===== src/rtl/morph_window_extremum.sv =====
// Streaming 1-D grey-level erosion (min) / dilation (max) over the last WINDOW_LEN
// accepted samples: shift-register window feeding a registered signed compare tree.
module morph_window_extremum #(
  parameter int unsigned DATA_WIDTH = 16,
  parameter int unsigned WINDOW_LEN = 8,
  parameter int unsigned MODE       = 0
) (
  input  logic                  clk,
  input  logic                  areset_n,
  input  logic [DATA_WIDTH-1:0] axis_in_tdata,
  input  logic                  axis_in_tvalid,
  output logic                  axis_in_tready,
  output logic [DATA_WIDTH-1:0] axis_out_tdata,
  output logic                  axis_out_tvalid,
  input  logic                  axis_out_tready,
  output logic                  window_full
);

  localparam int unsigned LEVELS = $clog2(WINDOW_LEN);
  localparam int unsigned NPAD   = 1 << LEVELS;
  localparam int unsigned CW     = $clog2(WINDOW_LEN + 1);
  // Identity element: can only win a comparison by tying, so it never alters the result
  localparam logic [DATA_WIDTH-1:0] IDENT = (MODE == 0) ?
    {1'b0, {(DATA_WIDTH-1){1'b1}}} : {1'b1, {(DATA_WIDTH-1){1'b0}}};

  logic [DATA_WIDTH-1:0] r_win  [WINDOW_LEN];
  logic [DATA_WIDTH-1:0] w_lvl0 [NPAD];
  logic [DATA_WIDTH-1:0] r_tree [LEVELS][NPAD/2];
  logic [LEVELS:0]       r_vld;
  logic [CW-1:0]         r_cnt;
  logic                  r_full;
  logic [DATA_WIDTH-1:0] r_out_data;
  logic                  r_out_vld;
  logic                  w_advance;
  logic                  w_accept;
  logic                  w_qual;

  // Left operand wins ties so real samples are preferred over right-side pads
  function automatic logic [DATA_WIDTH-1:0] f_pick(input logic [DATA_WIDTH-1:0] a,
                                                   input logic [DATA_WIDTH-1:0] b);
    if (MODE == 0) return ($signed(a) <= $signed(b)) ? a : b;
    else           return ($signed(a) >= $signed(b)) ? a : b;
  endfunction

  assign w_advance = areset_n && (!r_out_vld || axis_out_tready);
  assign w_accept  = axis_in_tvalid && w_advance;
  // Token only once this accept leaves the window holding WINDOW_LEN real samples
  assign w_qual    = w_accept && (r_cnt >= CW'(WINDOW_LEN - 1));

  // Sample window: shifts only on accepted input
  always_ff @(posedge clk or negedge areset_n) begin
    if (!areset_n) begin
      for (int unsigned k = 0; k < WINDOW_LEN; k++) r_win[k] <= '0;
    end else if (w_accept) begin
      r_win[0] <= axis_in_tdata;
      for (int unsigned k = 1; k < WINDOW_LEN; k++) r_win[k] <= r_win[k-1];
    end
  end

  // Saturating fill counter and sticky window_full flag
  always_ff @(posedge clk or negedge areset_n) begin
    if (!areset_n) begin
      r_cnt  <= '0;
      r_full <= 1'b0;
    end else if (w_accept && (r_cnt != CW'(WINDOW_LEN))) begin
      r_cnt  <= r_cnt + 1'b1;
      r_full <= (r_cnt == CW'(WINDOW_LEN - 1));
    end
  end

  // Window widened to a power of two with identity pads
  always_comb begin
    for (int unsigned k = 0; k < NPAD; k++) w_lvl0[k] = IDENT;
    for (int unsigned k = 0; k < WINDOW_LEN; k++) w_lvl0[k] = r_win[k];
  end

  // Compare tree and its valid pipe, frozen as a whole when not advancing
  always_ff @(posedge clk or negedge areset_n) begin
    if (!areset_n) begin
      for (int unsigned l = 0; l < LEVELS; l++)
        for (int unsigned j = 0; j < NPAD/2; j++) r_tree[l][j] <= '0;
      r_vld <= '0;
    end else if (w_advance) begin
      r_vld <= {r_vld[LEVELS-1:0], w_qual};
      for (int unsigned j = 0; j < NPAD/2; j++)
        r_tree[0][j] <= f_pick(w_lvl0[2*j], w_lvl0[2*j+1]);
      for (int unsigned l = 1; l < LEVELS; l++)
        for (int unsigned j = 0; j < (NPAD >> (l + 1)); j++)
          r_tree[l][j] <= f_pick(r_tree[l-1][2*j], r_tree[l-1][2*j+1]);
    end
  end

  // Output register: refills from the last tree stage whenever the pipe advances
  always_ff @(posedge clk or negedge areset_n) begin
    if (!areset_n) begin
      r_out_data <= '0;
      r_out_vld  <= 1'b0;
    end else if (w_advance) begin
      r_out_data <= r_tree[LEVELS-1][0];
      r_out_vld  <= r_vld[LEVELS];
    end
  end

  assign axis_in_tready  = w_advance;
  assign axis_out_tdata  = r_out_data;
  assign axis_out_tvalid = r_out_vld;
  assign window_full     = r_full;

endmodule


===== config.mk =====
export PLATFORM = sky130hd
export DESIGN_NAME = morph_window_extremum
export DESIGN_NICKNAME = d
export VERILOG_FILES = /design/src/rtl/morph_window_extremum.sv
export SDC_FILE = /design/constraint.sdc
export NUM_CORES = 1
export LEC_CHECK = 0
export CORE_ASPECT_RATIO = 0.6
export CORE_MARGIN = 8
export CORE_UTILIZATION = 45
export CTS_CLUSTER_SIZE = 40
export DETAILED_ROUTE_END_ITERATION = 8
export SETUP_SLACK_MARGIN = 0.02
export SKIP_LAST_GASP = 1
export SLEW_MARGIN = 15
export SYNTH_ARGS = -nofsm -noshare
export SYNTH_HDL_FRONTEND = slang
export SYNTH_SLANG_ARGS = --single-unit
export TNS_END_PERCENT = 20

===== constraint.sdc =====
create_clock -name clk -period 3 [get_ports clk]
set_clock_uncertainty 0.05 [all_clocks]
set_input_delay 0.6 -clock clk [delete_from_list [all_inputs] [get_ports clk]]
set_output_delay 0.6 -clock clk [all_outputs]
set_load 0.1 [all_outputs]

Word level (Yosys, flattened, before mapping)
Index checks and enable logic that the tools add are counted.

cells by class
  order comparisons = 8
  reductions and logical operators = 6
  equality and inequality tests = 2
  muxes and demuxes = 7
  add/subtract/negate cells = 1

operators with widths
  operator             number
  $le 16x16->1         7
  $mux 16              7
  $add 4x1->4 const B  1
  $eq 4x3->1 const B   1
  $ge 4x3->1 const B   1
  $logic_and 1x1->1    4
  $ne 4x4->1 const B   1
  $logic_not 1->1      1
  $logic_or 1x1->1     1

storage, ports and cells
  output and inout bits = 19
  word-level logic and storage cells = 44
  register bits = 266

Logic depth before layout (Yosys ltp)
Gate-level depths: netlist (run 1).

  depth after elaboration = 5
  depth in mapped cells = 10
  depth with buffers taken out = 8

Worst setup path after synthesis (run 1)
Ideal clock, no wire load.

  path kind = reg2out
  from = register r_out_vld, in the netlist axis_out_tvalid
  to = output axis_in_tready
  arrival = 2.657 ns
  buffers on the path = 3
  slack = -0.307 ns
  required time = 2.350 ns
  stages on the path, launching flop included = 7
  path through = dfrtp_1 > inv_1 > o21ai_1 > inv_1 > clkbuf_1 > clkbuf_1 > clkbuf_1

between the ends
  cells in the longest elaborated chain, start to end = 3

ends and longest elaborated chain
  element                 line  text
  start, declared         33    logic r_out_vld;
  start signal, assigned  100   r_out_vld <= r_vld[LEVELS];
  $logic_not 1->1         45    assign w_advance = areset_n && (!r_out_vld || axis_out_tready);
  $logic_or 1x1->1        45
  $logic_and 1x1->1       45
  end, declared           12    output logic axis_in_tready,

No other way between the ends.

Worst setup path in the final report (run 1)
  from = register r_tree[175] (netlist bit)
  to = register r_tree[120] (netlist bit)

between the ends
  cells in the longest elaborated chain, start to end = 2

ends and longest elaborated chain
  element                          line  text
  start, declared                  28    logic [DATA_WIDTH-1:0] r_tree [LEVELS][NPAD/2];
  start signal, assigned by index  86    r_tree[0][j] <= f_pick(w_lvl0[2*j], w_lvl0[2*j+1]);
  start signal, assigned by index  89    r_tree[l][j] <= f_pick(r_tree[l-1][2*j], r_tree[l-1][2*j+1]);
  $le 16x16->1                     41    if (MODE == 0) return ($signed(a) <= $signed(b)) ? a : b;
  $mux 16                          41

No other way between the ends.
A chain may end at the register's enable or synchronous reset.

==> results of run 1 <==
metrics by stage:
| stage | instance area, sq um | hold slack [ns] | worst slack [ns] | util | cells |
|---|---|---|---|---|---|
| final | 16030 | 0.02576 | 0.1975 | 0.5165 | 2035 |
| after global routing | 16030 | 0.1268 | 0.02786 | 0.5165 | 2035 |
| after CTS | 15980 | 0.1250 | 0.1386 | 0.5150 | 2034 |
| after detailed placement | 15110 | 0.4038 | 0.1545 | 0.4869 | 1986 |
| after global placement | 15110 | 0.3980 | 0.2188 | 0.4869 | 1986 |
| after floorplan | 14110 | 0.2544 | 0.1650 | - | 1566 |
worst max-delay path by stage:
stage / from / endpoint / depth (start not counted)
2_1_floorplan: axis_out_tvalid / axis_in_tready / 6
3_3_place_gp: r_win[111] / r_tree[185] / 8
3_5_place_dp: r_win[111] / r_tree[185] / 8
4_1_cts: r_win[111] / r_tree[179] / 8
5_1_grt: r_tree[111] / r_tree[51] / 8
6_report: r_tree[175] / r_tree[120] / 9
what timing repair did:
item | 4_1_cts | 5_1_grt
gates resized for setup | 0 | 3
endpoints found under the setup margin | 0 | 29
setup buffers | 0 | 1
metal layers:
| metal | vias to the layer above | wire length [um] |
|---|---|---|
| met4 | 2 | 495 |
| met2 | 403 | 14130 |
| li1 | 5579 | - |
| met1 | 5588 | 21660 |
| met3 | 46 | 4038 |
| met5 | - | 12 |
flip-flops by register name, summed over array words and instances, names as in the netlist:
| name | cells |
|---|---|
| r_win | 128 |
| r_tree | 112 |
| axis_out_tdata | 16 |
| r_cnt | 4 |
| r_vld | 4 |
| axis_out_tvalid | 1 |
| window_full | 1 |
area by class of cell:
cell class                      count  area, sq um  area share
Clock buffer                       41        808.3     0.05043
Clock inverter                      7        62.56    0.003904
Inverter                          117        446.7     0.02787
Multi-Input combinational cell   1088         6616      0.4128
Sequential cell                   266         6656      0.4153
Tap cell                          416        520.5     0.03248
Timing Repair Buffer              100        915.9     0.05715
kinds of logic (layout without fill, tap and decap cells):
group | count (synthesis) | in the layout
adders and majority gates | 114 | 114
xor gates and xnor gates | 2 | 2
AOI/OAI and AO/OA | 448 | 448
DFF | 266 | 266
muxes | 1 | 1
buffers and inverters | 212 | 265
and+or+nand+nor | 523 | 523
cell usage in the layout (no fill, tap or decap), drive strengths merged:
cell type        n
dfrtp          266
nand2          257
o21ai          232
inv            117
ha             114
nor2           103
nand3          103
a31oi           96
buf             82
a21oi           48
clkbuf          41
nand4           22
clkdlybuf4s50   18
o2111ai         16
o221ai          15
a21o            14
nor4            12
and2             8
nor2b            7
a21boi           7
or4              7
o311ai           6
o311a            6
clkinv           5
xnor2            2
nor3             2
a41o             2
o21a             2
nor3b            1
mux2             1
o21bai           1
a2111oi          1
o211ai           1
a22o             1
nand2b           1
bufinv           1
clkinvlp         1
==> reports/results.tsv, run 1 <==
stage	metric	value	unit
finish	drive_gt1_frac	0.1075	
cts	cts_tree	done	
placement	hpwl	29500	um
logic_synthesis	yosys_register_bits	266	
placement	numPortBuffers	38	
worst_setup_path	reg2reg_from	r_tree[175]	
placement	globalplace.congestion	0.9013	
logic_synthesis	synth.distinct_cells	45	
timing	slew_headroom	0.2773	
die	core-area	0.03103	sq mm
logic_synthesis	synth_edf_count	0	
timing	fmax	0.3568	GHz
logic_synthesis	synth_mux_area_frac	0.0007979	
timing	drv_slew	0	
logic_synthesis	yosysMostFrequentCell	dfrtp_1	
finish	areaGrowthSynthToFinish	13.56	%
grt	grt_max_degree	166	
logic_synthesis	synth_top_area_share	0.4717	
grt	grtUsageTotal	0.2114	
status	status	completed	
routing	firstDrtPassIters	5	
timing	fin_crit_sh	0.9342	
logic_synthesis	synth.largest_area_cell	dfrtp_1	
die	rows	50	
routing	via_per_inst	5.709	
logic_synthesis	synth_area	0.01411	sq mm
logic_synthesis	synth_fp_nets	1700	
grt	grt_antenna_before_repair	2	
run	cap_violations	0	
logic_synthesis	synth_area_leaders	dfrtp_1, ha_1, o21ai_0	
die	dieArea	0.03747	sq mm
die	chipHeight	153.2	um
worst_setup_path	cp_slowest_cell	dfrtp_1	
grt	gr-usage-met1	0.3579	
logic_synthesis	synth-adder-area-share	0.1011	
finish	finalNetCount	1734	
routing	wire_per_inst	19.82	um
worst_setup_path	cpPeakStageDelay	0.43	ns
routing	drtAntennaViolNets	0	
grt	grt_busiest_layer	met1	
hold_path	hp-class	in2async	
logic_synthesis	synthArstFlopShare	1.000	
logic_synthesis	yosys_warnings	0	
die	ios	39	
worst_setup_path	rr_endpoint	r_tree[120]	
worst_setup_path	path_buf_inv	2	
grt	grt.met2_usage	0.2521	
worst_setup_path	cp_max_fo	16	
cts	root_buffer	clkbuf_16	
finish	n_antenna_cell	0	
timing	min_period	2.802	ns
timing	setup_viol	0	
logic_synthesis	syn_inst	1566	
routing	drc	0	
die	start_util	0.4548	
cts	cts_made_buffers	27	
cts	cts_max_level	1	
worst_setup_path	crit_arrival	3.16	ns
logic_synthesis	yosys.area_share.simple	0.1647	
die	die_x	244.6	um
logic_synthesis	synth_top_family_by_area	compound AO/OA/AOI/OAI gates	
logic_synthesis	ys_seq_area_frac	0.4717	
timing	tightest_slew	1.082	ns
logic_synthesis	synth_compound_area_frac	0.1972	
routing	vias	11618	
routing	drtIter0Drc	1144	
grt	grt_overflow	0	
cts	clkLatencyLatePin	0.56	ns
grt	grt_pass1_wl	63360	um
cts	clockBufferDepth	3	
logic_synthesis	synthFlopType	dfrtp_1	
cts	path_clk_slew	0.06	ns
worst_setup_path	start_kind	register	
timing	finalHoldViolCount	0	
worst_setup_path	cp.required	3.35	ns
worst_setup_path	r2r_slack	0.20	ns
timing	rsz0062_at_grt	false	
logic_synthesis	synth_common_cells	dfrtp_1, nand2_1, o21ai_0	
timing	fin_tns_setup	0	ns
worst_setup_path	crit_chain	inv_1 -> ha_1 -> nand4_1 -> nor4_2 -> a21boi_2 -> nor4_1 -> buf_4 -> o21ai_0 -> a31oi_1	
logic_synthesis	avgSynthCellArea	9.012	sq um
worst_setup_path	path_delay_family	compound AO/OA/AOI/OAI gates	
worst_setup_path	r2r_cells	9	
finish	fillers	2943	
worst_setup_path	cp-end-kind	register	
cts	holdBufCountCts	0	
cts	cts.sinks	266	
grt	grt_pass1_vias	10638	
logic_synthesis	synth-xor-area-share	0.001241	
grt	grtUsageMet3	0.06404	
worst_setup_path	worstSetupPathType	reg2reg	
routing	routed_wl	40340	um
Power of run 1 is not shown: default switching activity piles up to over one toggle a cycle in this logic, so the estimate is an artifact.
==> inputs of run 2 (changes only) <==
CORE_MARGIN = 4   (was 8)
SLEW_MARGIN = default   (was 15)
==> run 2 against run 1 <==
Fmax down 5.6%; via count fell by 0.86%; sequential cell count did not move; worst setup slack worse by 0.17 ns; die area decreased by 8.3%; critical endpoint is now r_tree[175]; largest cell class unchanged; non-clock buffer count unchanged; critical path type unchanged; final cell count fell by 0.34%; critical path depth is 2 lower; count of clock-buffer cells in the layout shrank 4; sequential share of layout area fell by 0.40 points; hold slack worse by 0.018 ns.
==> reports/results.tsv, run 2 (synthesized netlist as in run 1, its figures left out) <==
stage	metric	value	unit
grt	grt_overflow	0	
placement	dpl_worst_slack	-0.07593	ns
timing	fmax	0.3370	GHz
worst_setup_path	cpPeakStageDelay	1.00	ns
cts	cts.sinks	266	
routing	drtAntennaViolNets	0	
routing	drc	0	
timing	drv_slew	0	
grt	grt_max_degree	153	
timing	setup_viol	0	
finish	layout_common_cells	dfrtp_1, nand2_1, o21ai_0	
finish	multi_input_area	0.006638	sq mm
worst_setup_path	cp_slowest_cell	o311ai_2	
finish	fillers	2820	
finish	n_antenna_cell	0	
cts	cts_made_buffers	27	
routing	drtIter0Drc	1221	
cts	cts_max_level	1	
finish	drive_gt1_frac	0.1105	
worst_setup_path	start_kind	register	
cts	clockBufferDepth	3	
timing	rsz0062_at_grt	true	
worst_setup_path	cp_max_fo	16	
timing	slew_headroom	0.2037	
cts	root_buffer	clkbuf_16	
placement	globalplace.congestion	0.9335	
worst_setup_path	worstSetupPathType	reg2reg	
cts	clkLatencyLatePin	0.54	ns
grt	grt_pass1_wl	64180	um
timing	fin_crit_sh	0.9892	
finish	regMostFlops	r_win	
finish	finalNonFillerCells	2028	
die	chipHeight	145.2	um
routing	vias	11518	
cts	post_cts_buffers	0	
routing	wire_per_inst	19.74	um
finish	final_common_cell	dfrtp_1	
die	ios	39	
timing	min_period	2.968	ns
timing	tightest_slew	1.193	ns
worst_setup_path	cp.required	3.42	ns
routing	firstDrtPassIters	5	
worst_setup_path	crit_chain	ha_1 -> nand4_1 -> nor4_2 -> a21boi_2 -> o311ai_2 -> nand3_1 -> a31oi_1	
die	dieArea	0.03435	sq mm
worst_setup_path	crit_arrival	3.38	ns
status	status	completed	
routing	via_per_inst	5.679	
grt	grtUsageTotal	0.2329	
cts	holdBufCountCts	0	
die	start_util	0.4641	
die	core-area	0.03041	sq mm
hold_path	hp-class	in2async	
worst_setup_path	cp-end-kind	register	
grt	grt_pass1_vias	10767	
timing	finalHoldViolCount	0	
routing	routed_wl	40030	um
placement	hpwl	29640	um
timing	holdWs	0.007680	ns
worst_setup_path	r2r_cells	7	
die	die_x	236.6	um
die	rows	49	
finish	regArea	0.006656	sq mm
cts	cts_tree	done	
placement	dp.cells	1979	
finish	areaGrowthSynthToFinish	14.68	%
run	cap_violations	0	
finish	finalNetCount	1734	
cts	path_clk_slew	0.07	ns
placement	numPortBuffers	38	
finish	largest_register_ffs	128	
timing	fin_tns_setup	0	ns
timing	worst_slack	0.03231	ns
grt	grt_antenna_before_repair	0	
## run 2: cell types whose count changed in the layout (fill, tap and decap cells not counted), sizes merged
cell | before | now
bufinv | 1 | 6
clkbuf | 41 | 37
## run 2: what timing repair did
action / 4_1_cts / 5_1_grt
resized for setup: 2 / 6
hold endpoints to repair: 0 / 0
setup endpoints to repair: 16 / 40
## run 2: layout make-up
| cell class | count | area share |
|---|---|---|
| Clock buffer | 37 | 0.04901 |
| Clock inverter | 12 | 0.01384 |
| Inverter | 117 | 0.02760 |
| Multi-Input combinational cell | 1088 | 0.4101 |
| Sequential cell | 266 | 0.4113 |
| Tap cell | 408 | 0.03154 |
| Timing Repair Buffer | 100 | 0.05659 |
## run 2: per-layer routing
layer / vias to the layer above / global-route usage / part of all wire / wire [um]
li1: 5558 / - / - / -
met2: 349 / 0.2760 / 0.35 / 14100
met3: 38 / 0.07113 / 0.097 / 3892
met1: 5573 / 0.4030 / 0.54 / 21420
met4: 0 / 0.03645 / 0.015 / 610
met5: - / 0 / 0 / 0
## run 2: metrics by stage
stage / cell area [sq um] / utilization
2_1_floorplan: 14110 / -
3_3_place_gp: 15110 / 0.4968
3_5_place_dp: 15110 / 0.4968
4_1_cts: 16140 / 0.5307
5_1_grt: 16180 / 0.5322
6_report: 16180 / 0.5322
## run 2: critical path: cells and delay by family (launching register included)
family          cells  cell delay [ns]
flops               1             0.42
fa+ha+maj           1             0.38
compound gates      3             1.44
simple gates        3             0.59
## run 2: final timing paths
path                             from            endpoint  slack [ns]
hold / removal               areset_n     axis_out_tvalid       0.008
min in group clk           r_tree[58]  axis_out_tdata[10]        0.41
hold reg to reg            r_tree[58]  axis_out_tdata[10]        0.41
max in group asynchronous    areset_n         r_tree[168]        1.64
setup / recovery            r_win[95]         r_tree[175]        0.03
setup reg to reg            r_win[95]         r_tree[175]        0.03
Power of run 2 is left out for the same reason.
